### config.mk
export PLATFORM = sky130hd
export DESIGN_NAME = tdm_demux16
export DESIGN_NICKNAME = d
export VERILOG_FILES = /design/src/rtl/tdm_pkg.sv /design/src/rtl/tdm_slot_counter.sv /design/src/rtl/tdm_demux16.sv
export SDC_FILE = /design/constraint.sdc
export NUM_CORES = 1
export LEC_CHECK = 0
export ABC_AREA = 1
export CAP_MARGIN = 15
export CORE_UTILIZATION = 33
export DETAILED_ROUTE_END_ITERATION = 10
export PLACE_DENSITY = 0.62
export SLEW_MARGIN = 20
export SYNTH_ARGS = -nofsm -noshare
export SYNTH_HDL_FRONTEND = slang
export SYNTH_SLANG_ARGS = --single-unit
### constraint.sdc
create_clock -name clk -period 3.5 [get_ports clk]
set_input_delay 0.7 -clock clk [delete_from_list [all_inputs] [get_ports clk]]
set_output_delay 0.7 -clock clk [all_outputs]
set_load 0.02 [all_outputs]
### src/rtl/tdm_pkg.sv
// Shared types and default sizing for the TDM receive path.
package tdm_pkg;

    localparam int N_CH_DEF  = 16;
    localparam int SEL_W_DEF = 4;

    typedef enum logic {
        HUNT = 1'b0,
        RUN  = 1'b1
    } state_t;

endpackage

### src/rtl/tdm_slot_counter.sv
// Slot index counter: clear, load-to-1 and increment-with-wrap, plus a
// terminal-count flag marking the last slot of a frame.
module tdm_slot_counter
    import tdm_pkg::*;
#(
    parameter int N_CH  = N_CH_DEF,
    parameter int SEL_W = SEL_W_DEF
) (
    input  logic             clk,
    input  logic             rst_n,
    input  logic             en,
    input  logic             load1,
    input  logic             clr,
    output logic [SEL_W-1:0] cnt,
    output logic             tc
);

    assign tc = (cnt == SEL_W'(N_CH - 1));

    // clr beats load1 beats en
    always_ff @(posedge clk) begin
        if (!rst_n || clr)
            cnt <= '0;
        else if (load1)
            cnt <= SEL_W'(1);
        else if (en)
            cnt <= tc ? '0 : cnt + 1'b1;
    end

endmodule

### src/rtl/tdm_demux16.sv
// TDM demultiplexer: locks to slot-0 sync, assembles N_CH serial bits, and
// publishes each full frame. Define TDM_DEMUX_SYNC_CHECK_EN to police sync in RUN.
module tdm_demux16
    import tdm_pkg::*;
#(
    parameter int N_CH  = N_CH_DEF,
    parameter int SEL_W = SEL_W_DEF
) (
    input  logic             clk,
    input  logic             rst_n,
    input  logic             in_valid,
    input  logic             in_bit,
    input  logic             in_sync,
    output logic [N_CH-1:0]  out,
    output logic             out_valid,
    output logic [SEL_W-1:0] sel,
    output logic             locked,
    output logic             sync_err
);

    state_t            state_q, state_d;
    logic [N_CH-1:0]   shadow_q, word_nxt;
    logic [SEL_W-1:0]  wr_idx;
    logic              tc, store, ctr_en, ctr_load1, ctr_clr, done, err;

    tdm_slot_counter #(.N_CH(N_CH), .SEL_W(SEL_W)) u_cnt (
        .clk   (clk),
        .rst_n (rst_n),
        .en    (ctr_en),
        .load1 (ctr_load1),
        .clr   (ctr_clr),
        .cnt   (sel),
        .tc    (tc)
    );

    // A (re)sync always lands the bit in slot 0, whatever sel says.
    always_comb begin
        wr_idx           = ctr_load1 ? '0 : sel;
        word_nxt         = shadow_q;
        word_nxt[wr_idx] = in_bit;
    end

    always_ff @(posedge clk) begin
        if (!rst_n)
            state_q <= HUNT;
        else
            state_q <= state_d;
    end

    always_comb begin
        state_d = state_q;
        case (state_q)
            HUNT: if (in_valid && in_sync) state_d = RUN;
            RUN: begin
`ifdef TDM_DEMUX_SYNC_CHECK_EN
                if (in_valid && !in_sync && sel == '0) state_d = HUNT;
`endif
            end
            default: state_d = HUNT;
        endcase
    end

    always_comb begin
        store     = 1'b0;
        ctr_en    = 1'b0;
        ctr_load1 = 1'b0;
        ctr_clr   = 1'b0;
        done      = 1'b0;
        err       = 1'b0;
        case (state_q)
            HUNT: begin
                if (in_valid && in_sync) begin
                    store     = 1'b1;
                    ctr_load1 = 1'b1;
                end
            end
            RUN: begin
                if (in_valid) begin
`ifdef TDM_DEMUX_SYNC_CHECK_EN
                    if (in_sync && sel != '0) begin
                        // misplaced sync restarts the frame, even on the last slot
                        store     = 1'b1;
                        ctr_load1 = 1'b1;
                        err       = 1'b1;
                    end else if (!in_sync && sel == '0) begin
                        ctr_clr = 1'b1;
                        err     = 1'b1;
                    end else begin
                        store  = 1'b1;
                        ctr_en = 1'b1;
                        done   = tc;
                    end
`else
                    store  = 1'b1;
                    ctr_en = 1'b1;
                    done   = tc;
`endif
                end
            end
            default: ;
        endcase
    end

    always_ff @(posedge clk) begin
        if (!rst_n) begin
            shadow_q  <= '0;
            out       <= '0;
            out_valid <= 1'b0;
            sync_err  <= 1'b0;
        end else begin
            out_valid <= done;
            sync_err  <= err;
            if (store) shadow_q <= word_nxt;
            if (done)  out      <= word_nxt;
        end
    end

    assign locked = (state_q == RUN);

endmodule

# Word level (Yosys, flattened, before mapping)
# Index checks and enable logic that the tools add are counted.
# totals
ff_bits	38
inputBits	5
out_inout_bits	23
elab_cells	31
# op_classes
add_sub_neg	1
n_lt_le_gt_ge	2
eq_ne	1
mux	15
n_bitwise	2
reduce_logical	4
# ops
cell	n
$bwmux W16	1
$mux W1	10
$mux W4	2
$lt A4 B5 Y1 const B	1
$add A4 B1 Y4 const B	1
$demux W1 S4	1
$eq A4 B4 Y1 const B	1
$ge A4 B1 Y1 const B	1
$logic_and A1 B1 Y1	2
$not A1 Y1	2
$pmux W1 S2	1
$reduce_bool A2 Y1	1
$reduce_or A2 Y1	1

# Logic depth before layout (Yosys ltp)
# Gate-level depths: netlist of run 1.
# depth
ltp_word	9
depth_mapped	9
depth_no_buf	9

# Cells and area by module
# A second synthesis of run 1 with hierarchy kept.
# hier_totals
cells_unflattened	303
area_unflattened_um2	1971.9
# by_module_without_submodules
mod	n_inst	cells_each	area_each_um2	seq_area_each_um2
tdm_demux16	1	269	1752.9	680.7
tdm_slot_counter	1	34	219.0	80.1

# Worst setup path before layout of run 1
# Ideal clock, no wire load.
# synth_path
path_kind	input -> register
start	in in_valid
end	reg out[12]
setup_ns	0.058
arrival_ns	1.485
t_required_ns	3.442
path_slack_ns	1.957
stages	7
n_path_buf	1
cell_sequence	nand2_1 nor3_4 nand2_2 nor2_4 buf_6 nand2_1 nand2_1
# synth_between
elab_chain_len	9
elab_cells_between_ends	12
cone_classes	order compare: 2; mux: 8; reduce/logical: 2
# synth_rtl
item	line	text
from (decl)	tdm_demux16.sv:11	input logic in_valid,
$logic_and A1 B1 Y1	tdm_demux16.sv:72	if (in_valid && in_sync) begin
$mux W1	tdm_demux16.sv:72	
$mux W1	tdm_demux16.sv:70	case (state_q)
$mux W4	tdm_demux16.sv:38	wr_idx = ctr_load1 ? '0 : sel;
$lt A4 B5 Y1 (not written as such) / $ge A4 B1 Y1 (equally long branches)	tdm_demux16.sv:40	word_nxt[wr_idx] = in_bit;
$logic_and A1 B1 Y1 (not written as such)	tdm_demux16.sv:40	
$mux W1 (not written as such)	tdm_demux16.sv:40	
$demux W1 S4	tdm_demux16.sv:40	
$bwmux W16	tdm_demux16.sv:40	
to (signal assigned)	tdm_demux16.sv:114	if (done) out <= word_nxt;
to (decl)	tdm_demux16.sv:14	output logic [N_CH-1:0] out,
# Several ways; a longest one is shown, not always the timed one.
# A chain may end at the register's enable or synchronous reset.

# Worst setup path after layout of run 1
# layout_path
start	in in_valid
end	reg shadow_q[11]
# layout_between
elab_chain_len	9
elab_cells_between_ends	12
cone_classes	order compare: 2; mux: 8; reduce/logical: 2
# layout_rtl
item	line	text
$logic_and A1 B1 Y1	tdm_demux16.sv:72	
$mux W1	tdm_demux16.sv:72	
$mux W1	tdm_demux16.sv:70	
$mux W4	tdm_demux16.sv:38	
$lt A4 B5 Y1 (not written as such) / $ge A4 B1 Y1 (equally long branches)	tdm_demux16.sv:40	
$logic_and A1 B1 Y1 (not written as such)	tdm_demux16.sv:40	
$mux W1 (not written as such)	tdm_demux16.sv:40	
$demux W1 S4	tdm_demux16.sv:40	
$bwmux W16	tdm_demux16.sv:40	
to (signal assigned)	tdm_demux16.sv:113	if (store) shadow_q <= word_nxt;
to (decl)	tdm_demux16.sv:22	logic [N_CH-1:0] shadow_q, word_nxt;
# Several ways; a longest one is shown, not always the timed one.

==> results of run 1 <==
-- power by group --
group	switching, W	total [W]	leakage (nW)	internal [W]
registers	0.0000103	0.000460	0.310	0.000450
clock network	0.000158	0.000367	0.0579	0.000210
logic	0.0000639	0.0000998	0.865	0.0000359
-- Yosys cell counts --
cell	count	area (sq um)
nor2_1	12	45.0
conb_1	1	3.75
nand2_1	128	480
nand3_2	1	10.0
o21ai_0	17	85.1
buf_6	1	11.3
inv_1	44	165
ha_1	1	12.5
clkbuf_1	4	15.0
nor2_4	1	11.3
a21oi_2	1	8.76
nor3_4	1	16.3
buf_2	3	15.0
nand2_2	1	6.26
inv_2	1	3.75
a21oi_1	2	10.0
nand3_1	31	155
buf_4	1	7.51
nor3b_1	2	15.0
o21ai_1	2	10.0
dfxtp_1	38	761
nor3_1	1	5.00
-- layout make-up --
class / instances / area [sq um]
well taps: 70 / 87.6
multi-input cells: 202 / 875
flip-flops and latches: 38 / 761
inverters: 45 / 169
clock buffers: 5 / 68.8
clock inverters: 3 / 40.0
repair buffers: 28 / 275
fillers: 578 / 2990
-- cells by family after synthesis --
family	count (synthesis)	synth area share, %
adders and majority gates	1	0.675
DFF	38	41.1
other	1	0.202
AOI/OAI and AO/OA	22	6.14
buffers and inverters	54	11.7
and+or+nand+nor	178	40.2
-- metrics by stage --
stage	setup WS [ns]	total power, W
floorplan	1.96	0.000543
global placement	0.917	0.000567
detailed placement	0.823	0.000570
CTS	1.14	0.000934
global route	0.928	0.000975
finish	1.15	0.000927
-- metal layers --
metal / vias up / global-route usage (%)
met4: 0 / 5.19
met5: - / 0
met1: 775 / 19.4
met2: 37 / 25.3
li1: 944 / -
met3: 2 / 5.12
-- sequential cells by signal (all words and copies together), names as in the netlist --
| signal | flops |
|---|---|
| out | 16 |
| shadow_q | 16 |
| u_cnt.cnt | 4 |
| locked | 1 |
| out_valid | 1 |
-- critical path: stages --
cell and delay [ns]:
clkdlybuf4s50_1 0.47, nand2_1 0.22, nand2_1 0.58, o21ai_0 0.40, inv_1 0.06, nand2_1 0.07
inv_1 0.04
-- worst min-delay path by stage --
stage	end	slack [ns]	depth (start not counted)
after global placement	out[6]	0.44	2
after detailed placement	out[6]	0.44	2
after floorplan	out[4]	0.51	4
after global routing	out[5]	0.47	2
after CTS	out[13]	0.45	2
final	out[13]	0.45	2
==> results.cfg, run 1 <==
[sta]
worstMarginPinSlew_ns = 0.940
layout_min_cycle_time_ns = 2.35
grt_setup_unrepaired = no
relSlewSlack_pct = 37.2
hold_ws_ns = 0.449
finalSetupTns_ns = 0
slew_viol_final = 0
fmax_mhz = 426
min_period_over_period_pct = 67.0
finalSetupViolations = 0
hold_violations = 0
fin_skew_ns = 0.0111

[finish]
diodes = 0
fin_nets = 326
fin_cells = 391
synthToLayoutAreaGrowth_pct = 22.8
layout_commonest_cell = nand2_1
final_cell_mix = nand2_1, inv_1, dfxtp_1
final_util_pct = 43.2
drive_above_1_share_pct = 4.98
fin_area_sq_um = 2280

[clock_network]
cts_setup_buffers = 0
root_buffer = clkbuf_8
clk_pin_slew_worst_paths_ns = 0.08
cts_tree = built
hold_buffers = 0
htreeDepth = 2
cts_buffers = 5
clockBufferDepth = 2
ctsResizeCount = 0
clock_sinks = 38
clk_latency_ns = 0.30

[floorplanning]
dieArea_sq_um = 5920
start_util_pct = 35.2
core_area_sq_um = 5270
rows = 26
die_x_um = 76.9
num_io_pins = 28
die_h_um = 76.9

[worst_setup_path]
crit_start = in_valid
cp.arrival_ns = 2.55
crit_fanout = 33
worstRegToRegCells = 6
worstSetupPathType = primary input to register
rr_endpoint = shadow_q[11]
cp-endpoint = shadow_q[11]
r2r_start = locked
r2r_setup_slack_ns = 1.73
endpoint_kind = register
required_ns = 3.71
start_kind = primary input

[yosys]
yosys_register_bits = 38
avgSynthCellArea_sq_um = 6.30
syn_inst = 294
synthDistinctLibCells = 22
yosysSeqAreaShare_pct = 41.1
synth_warnings = 0
syn_area_sq_um = 1850
syn_nets = 300

[global_routing]
grt_pass1_wl_um = 7330
grt_max_degree = 34
grt-ovfl-total = 0
grt_pass1_vias = 1667
grt_usage_pct = 15.6
antenna_found_initial = 0

[place]
place_area_sq_um = 2170
gp_congestion = 0.838
placed_cells = 383
detailed_place_hpwl_um = 2800
io_buffer_count = 26

[flow_run]
maxCapViolations = 0

[route]
wirelength_um = 4070
route.layer.met1.wl_um = 2000
dr.pass1.iters = 4
highest_layer = met4
drc = 0
via_per_inst = 4.50
first_iter_violations = 95
post_drt_wl_per_cell_um = 10.4
wl_met2_um = 1860
drtAntennaViolNets = 0
met3_length_um = 189
vias = 1758

[min_path]
worstHoldPathType = register to register
hp-start = out[13]

[pwr]
ir_drop_uv = 180
powerDensity_nw_per_um2 = 407
p_leak_nw = 1.23

[status]
outcome = finished clean
No activity file was read; power rests on OpenSTA's default activity.
==> run 2: changes to the inputs <==
--- a/config.mk
+++ b/config.mk
@@ -9,7 +9,7 @@
 export CAP_MARGIN = 15
 export CORE_UTILIZATION = 33
 export DETAILED_ROUTE_END_ITERATION = 10
-export PLACE_DENSITY = 0.62
+export PLACE_DENSITY = 0.64
 export SLEW_MARGIN = 20
 export SYNTH_ARGS = -nofsm -noshare
 export SYNTH_HDL_FRONTEND = slang
==> constraint.sdc (replaced) <==
create_clock -name clk -period 2.1 [get_ports clk]
set_input_delay 0.42 -clock clk [delete_from_list [all_inputs] [get_ports clk]]
set_output_delay 0.42 -clock clk [all_outputs]
set_load 0.02 [all_outputs]
==> run 2 against run 1 <==
Wire length shrank 1.0%. Setup slack worse by 0.92 ns. Cell count increased by 1.0%. Hold slack improved by 0.0020 ns. Sequential power increased by 67%. Critical path type is now register to primary output. Critical endpoint is now sel[3].
==> results.cfg, run 2 (synthesis gave the netlist of run 1 again) <==
[status]
outcome = finished clean

[route]
wirelength_um = 4030
post_drt_wl_per_cell_um = 10.2
first_iter_violations = 62
drtAntennaViolNets = 0
drc = 0
dr.pass1.iters = 4
via_per_inst = 4.43
vias = 1750

[worst_setup_path]
crit_fanout = 7
max_stage_delay_ns = 0.66
worstSetupPathType = register to primary output
required_ns = 1.68
endpoint_kind = primary output
path_cells = clkdlybuf4s50_1
r2r_start = u_cnt.cnt[1]
slowest_stage = clkdlybuf4s50_1
cp.arrival_ns = 1.44
crit_start = u_cnt.cnt[3]
critPathTopFamily = buffers and inverters
path_buf_inv = 1
start_kind = register

[sta]
finalSetupViolations = 0
relSlewSlack_pct = 47.6
layout_min_cycle_time_ns = 1.86
min_period_over_period_pct = 88.8
grt_setup_unrepaired = no
worstMarginPinSlew_ns = 0.786
fin_skew_ns = 0.00537
hold_violations = 0
fmax_mhz = 536
slew_viol_final = 0

[finish]
synthToLayoutAreaGrowth_pct = 24.4
diodes = 0
n_fill_cell = 588
fin_nets = 331
layout_commonest_cell = nand2_1
fin_area_sq_um = 2310
drive_above_1_share_pct = 5.54
reg.largest.list = out x16, shadow_q x16, u_cnt.cnt x4
multi_input_area_sq_um = 875
regArea_sq_um = 761
final_cell_mix = nand2_1, inv_1, dfxtp_1

[floorplanning]
rows = 26
die_x_um = 76.9
core_area_sq_um = 5270
start_util_pct = 35.2
num_io_pins = 28
die_h_um = 76.9
dieArea_sq_um = 5920

[flow_run]
maxCapViolations = 0

[clock_network]
clk_latency_ns = 0.28
clock_sinks = 38
ctsResizeCount = 0
cts_buffers = 5
hold_buffers = 0
clk_pin_slew_worst_paths_ns = 0.07
cts_setup_buffers = 0
root_buffer = clkbuf_8
cts_tree = built
htreeDepth = 2
clockBufferDepth = 2

[pwr]
p_leak_nw = 1.24
powerDensity_nw_per_um2 = 613
power_w = 0.00141
ir_drop_uv = 345

[place]
gp_congestion = 0.811
io_buffer_count = 26
place_area_sq_um = 2230
detailed_place_hpwl_um = 2820

[global_routing]
grt_pass1_wl_um = 7190
antenna_found_initial = 0
grt_max_degree = 34
grt-ovfl-total = 0
grt_pass1_vias = 1625
grt_usage_pct = 15.2

[min_path]
hp-start = out[9]
worstHoldPathType = register to register
run 2: changes by cell type in the layout (fill, tap and decap cells not counted):
cell and delta:
clkinv_2 -2, buf_4 +3, buf_12 +2, bufinv_16 -1
clkbuf_1 +2
run 2: through the flow:
stage          utilization [%]  TNS, ns  hold WS (ns)  worst slack [ns]  instances
3_5_place_dp              42.3  -0.0233         0.441           -0.0233        388
3_3_place_gp              42.3        0         0.439            0.0264        388
4_1_cts                   43.8        0         0.455             0.243        395
5_1_grt                   43.8        0         0.472             0.132        395
2_1_floorplan                -        0         0.513             0.567        294
6_report                  43.8        0         0.451             0.235        395
run 2: power breakdown:
part | total (W) | switching [W] | leakage [nW] | internal (W)
sequential | 0.000767 | 0.0000167 | 0.310 | 0.000750
combinational | 0.000176 | 0.000108 | 0.896 | 0.0000688
clock | 0.000471 | 0.000242 | 0.0383 | 0.000229
run 2: worst paths after layout:
| path | to | slack, ns | depth (start not counted) |
|---|---|---|---|
| worst min-delay path | out[9] | 0.45 | 2 |
| worst max-delay path | sel[3] | 0.24 | 1 |
| worst min register to register | out[9] | 0.45 | 2 |
| worst max register to register | u_cnt.cnt[0] | 0.37 | 5 |
run 2: layer usage:
layer	wire length [um]	GRT usage, %	up-vias	part of all wire, %
li1	-	-	950	-
met1	2040	19.2	763	51
met2	1800	24.9	32	45
met3	147	3.57	5	3.6
met4	45	5.77	0	1.1
met5	0	0	-	0
run 2: worst register-to-register path, stage by stage, from the launching register on:
cell	delay (ns)
dfxtp_1	0.39
ha_1	0.21
inv_1	0.10
nor3_4	0.06
a21oi_2	0.63
nor3b_1	0.26
run 2: cell type report:
| type | instances | area share, % |
|---|---|---|
| tap | 70 | 3.80 |
| inverter | 45 | 7.33 |
| timing repair buffer | 33 | 14.7 |
| sequential | 38 | 33.0 |
| clock buffer | 7 | 3.31 |
| multi-input combinational | 202 | 37.9 |
==> variant 1 (flow settings as in run 2) <==
The package constant `SEL_W_DEF` goes from 4 to 3.
--- a/src/rtl/tdm_pkg.sv
+++ b/src/rtl/tdm_pkg.sv
@@ -4,3 +4,3 @@
     localparam int N_CH_DEF  = 16;
-    localparam int SEL_W_DEF = 4;
+    localparam int SEL_W_DEF = 3;
 
Interface: changed (resized sel); port bits go from 28 to 27. The function was not compared with the original's and may differ.
==> variant 1 against run 2 <==
Area after synthesis shrank 37%; wire length shrank 46%; clock skew is essentially flat; sequential cell count shrank 17; power shrank 48%; synthesized cell count shrank 44%; setup slack gained 0.099 ns; sequential power shrank 45%; highest routed layer unchanged; design area shrank 41%.
==> variant 1: results (changes against run 2) <==
| Metric | Value |
|---|---|
| # Post-CTS Setup Buffers | 0 (unchanged) |
| Clock net power | 0.195 mW (-59%) |
| Cells after synthesis | 164 (-44%) |
| WHS | 0.565 ns (+0.113 ns) |
| Worst hold stages | 3 (+1) |
| Clock buffer count from CTS | 3 (-2) |
| CP Data Arrival Time | 1.35 ns (-0.09 ns) |
| Commonest cells in the netlist | nand2_1 (32), inv_1 (30), dfxtp_1 (21) |
| Vias in the first global route | 889 (-45%) |
| Worst Setup SP | locked |
| Reg2reg setup slack | 0.68 ns (+0.31 ns) |
| Top cells by area, synth | dfxtp_1 (36%), nand2_1 (10%), inv_1 (9.7%) |
| Hold endpoint | out[3] |
| Crit-path leading delay family | buffers and inverters |
| Synth cell types | 23 (+4.5%) |
| Crit path to | locked |
| Largest net degree at the start of global routing | 18 (-47%) |
| First-pass GRT wire length | 3800 µm (-47%) |
| Dpl ws | 0.351 ns (+0.375 ns) |
| Worst-Skew Late Latency | 0.31 ns (+0.03 ns) |
| Overall power | 0.739 mW (-48%) |
| Max Fclk | 566 MHz (+5.6%) |
| Area after DPL | 1340 µm² (-40%) |
| Total GRT Usage | 0.139 (-0.0125) |
| Outcome | finished, final reports clean |
| Clk root buf | clkbuf_4 |
| Port Buffers | 17 (-35%) |
| Final Non-Filler Cells | 228 (-42%) |
| Ys Warns | 0 (unchanged) |
| P_leak | 0.687 nW (-45%) |
| Fraction of registers with async set/reset | 0 (unchanged) |
| H-tree Lvls | 1 (-1) |
| Psw | 0.210 mW (-43%) |
| P_comb | 0.121 mW (-31%) |
| 1st-iter DRT viols | 38 (-39%) |
| FF-to-FF End | out[6] |
| Max rail drop VDD | 0.182 mV (-47%) |
| Critical Path Max Stage Delay | 0.63 ns (-0.03 ns) |
| Via density | 4.37 (-1.3%) |
| Routability cong. | 0.829 (+2.2%) |
| Inst Count DP | 224 (-42%) |
| CP max FO | 4 (-3) |
| Final net count | 190 (-43%) |
| Antenna violations before repair | 0 (unchanged) |
| Diodes inserted | 0 (unchanged) |
| Min-delay src | out[3] |
| Routed Wire Length | 2170 µm (-46%) |
| Sequential-to-total area share from yosys stat | 0.362 (-0.0481) |
| Largest registers | out x8, shadow_q x8, u_cnt.cnt x3 |
| CTS clk-pin slew, worst paths | 0.12 ns (+0.05 ns) |
| Setup Skew | 0.00571 ns (+0.000334 ns) |
| Worst r2r src | u_cnt.cnt[0] |
| Final HPWL DP | 1610 µm (-43%) |
| Layout cells sized above 1 | 0.0934 (+0.0380) |
| Worst reg2reg path depth | 8 (+3) |
variant 1: kinds of logic after synthesis:
logic type / Yosys count / share of synthesized area
other: 1 / 0.00323
and+or+nand+nor: 73 / 0.305
adders and majority gates: 2 / 0.0216
AOI/OAI and AO/OA: 20 / 0.111
DFF: 21 / 0.362
buffers and inverters: 47 / 0.196
variant 1: worst register-to-register path: stages, from the launching register on:
cell	delay, ns
dfxtp_1	0.33
buf_4	0.16
ha_1	0.20
ha_1	0.18
nand2_2	0.09
inv_4	0.09
o21a_1	0.18
nand2_1	0.06
inv_1	0.03
variant 1: layer usage:
metal / track usage / up-vias / routed length (µm)
met5: 0 / - / 0
met3: 0.0315 / 5 / 57
met1: 0.169 / 427 / 1060
met4: 0.0844 / 0 / 57
li1: - / 543 / -
met2: 0.225 / 22 / 989
variant 1: final cells by class:
class,instances,area (µm²)
clock buffers,4,26.3
fillers,392,1990
inverters,32,123
multi-input cells,104,542
flip-flops and latches,21,420
well taps,46,57.6
repair buffers,21,200
==> variant 2 (flow settings as in run 2) <==
Without the edit above. Make the reset (`rst_n`) asynchronous in 2 clocked blocks.
--- a/src/rtl/tdm_demux16.sv
+++ b/src/rtl/tdm_demux16.sv
@@ -42,3 +42,3 @@
 
-    always_ff @(posedge clk) begin
+    always_ff @(posedge clk or negedge rst_n) begin
         if (!rst_n)
@@ -103,3 +103,3 @@
 
-    always_ff @(posedge clk) begin
+    always_ff @(posedge clk or negedge rst_n) begin
         if (!rst_n) begin
Behaviour: differs if rst_n is asserted again (counterexample within 4 cycles, from zero or initial values and one cycle with rst_n low); with rst_n held inactive, the same outputs for 10 cycles.
==> variant 2 against run 2 <==
Design area increased by 3.3%; fmax decreased by 2.2%; power increased by 17%; die area increased by 3.7%; final cell count decreased by 12%; worst hold slack improved by 0.025 ns; wire length increased by 6.9%; sequential power increased by 7.4%; combinational power increased by 26%; area after synthesis increased by 3.8%; setup slack got worse by 0.043 ns; sequential cell count unchanged; global-route usage increased by 0.58 points.
==> variant 2: results (changes against run 2) <==
| Metric | Value |
|---|---|
| Final HPWL DP | 2930 µm (+3.7%) |
| Layout cells sized above 1 | 0.106 (+0.0505) |
| Antenna violations before repair | 0 (unchanged) |
| Fraction of registers with async set/reset | 0.895 (+0.895) |
| Hold Path Class | reg2reg |
| Vias in the first global route | 1603 (-1.4%) |
| Top_reg_cell synth | dfrtp_1 |
| Sequential-to-total area share from yosys stat | 0.484 (+0.0735) |
| Worst-Skew Late Latency | 0.30 ns (+0.02 ns) |
| 1st-iter DRT viols | 86 (+39%) |
| Commonest cells in the netlist | nand2_1 (91), nand3_1 (41), dfrtp_1 (34) |
| Setup Skew | 0.00510 ns (-0.000270 ns) |
| CTS clk-pin slew, worst paths | 0.08 ns |
| Syn_nets | 247 (-18%) |
| CP Data Arrival Time | 1.49 ns (+0.05 ns) |
| Routability cong. | 0.831 (+2.5%) |
| P_leak | 1.19 nW (-4.4%) |
| Dpl ws | 0.196 ns (+0.219 ns) |
| Total GRT Usage | 0.158 (+0.00577) |
| Outcome | finished, final reports clean |
| Number of gates resized after cts | 0 (unchanged) |
| Via density | 4.78 (+7.8%) |
| First-pass GRT wire length | 7450 µm (+3.6%) |
| WL per Instance | 12.4 µm (+22%) |
| Final net count | 279 (-16%) |
| Top cells by area, synth | dfrtp_1 (44%), nand2_1 (18%), nand3_1 (11%) |
| Max rail drop VDD | 0.329 mV (-4.5%) |
| Synth cell types | 25 (+14%) |
| Setup TNS | 0 ns (unchanged) |
| Largest net degree at the start of global routing | 22 (-35%) |
| CP max FO | 8 (+1) |
==> variant 2: power by group <==
part           total (mW)  internal, mW  switching [mW]
combinational       0.222        0.0821           0.139
sequential          0.824         0.789          0.0347
clock               0.606         0.332           0.274
==> variant 2: path summary, 6_finish.rpt <==
check	from	slack, ns	cells after the start	endpoint
setup / recovery	u_cnt.cnt[1]	0.19	1	sel[1]
hold / removal	shadow_q[9]	0.48	2	shadow_q[9]
setup reg to reg	u_cnt.cnt[1]	0.53	6	out[11]
hold reg to reg	shadow_q[9]	0.48	2	shadow_q[9]
max in group asynchronous	rst_n	1.26	2	shadow_q[13]
min in group asynchronous	rst_n	0.57	2	shadow_q[6]
==> variant 2: area by class of cell <==
cell class	count	area, µm²
Fill cell	576	3190
Sequential cell	38	931
Multi-Input combinational cell	175	855
Timing Repair Buffer	31	310
Clock buffer	8	110
Tap cell	72	90.1
Inverter	22	85.1
==> variant 2: logic make-up after synthesis <==
kind of cell,synth area share
DFF,0.484
adders and majority gates,0.00651
buffers and inverters,0.0716
and+or+nand+nor,0.377
AOI/OAI and AO/OA,0.0586
other,0.00195
==> variant 2: through the flow <==
stage	hold WS (ns)	power, mW	cell area (µm²)	cells
6_report	0.476	1.65	2380	346
5_1_grt	0.506	1.73	2380	346
3_3_place_gp	0.457	1.05	2270	338
2_1_floorplan	0.124	0.990	1920	241
4_1_cts	0.481	1.67	2380	346
3_5_place_dp	0.460	1.06	2270	338
==> variant 2: routing by layer <==
layer	GRT usage	vias to the layer above	share of wire
met5	0	-	0
met4	0.0667	0	0.017
met3	0.0349	7	0.039
met2	0.248	36	0.44
met1	0.208	771	0.50
li1	-	839	-
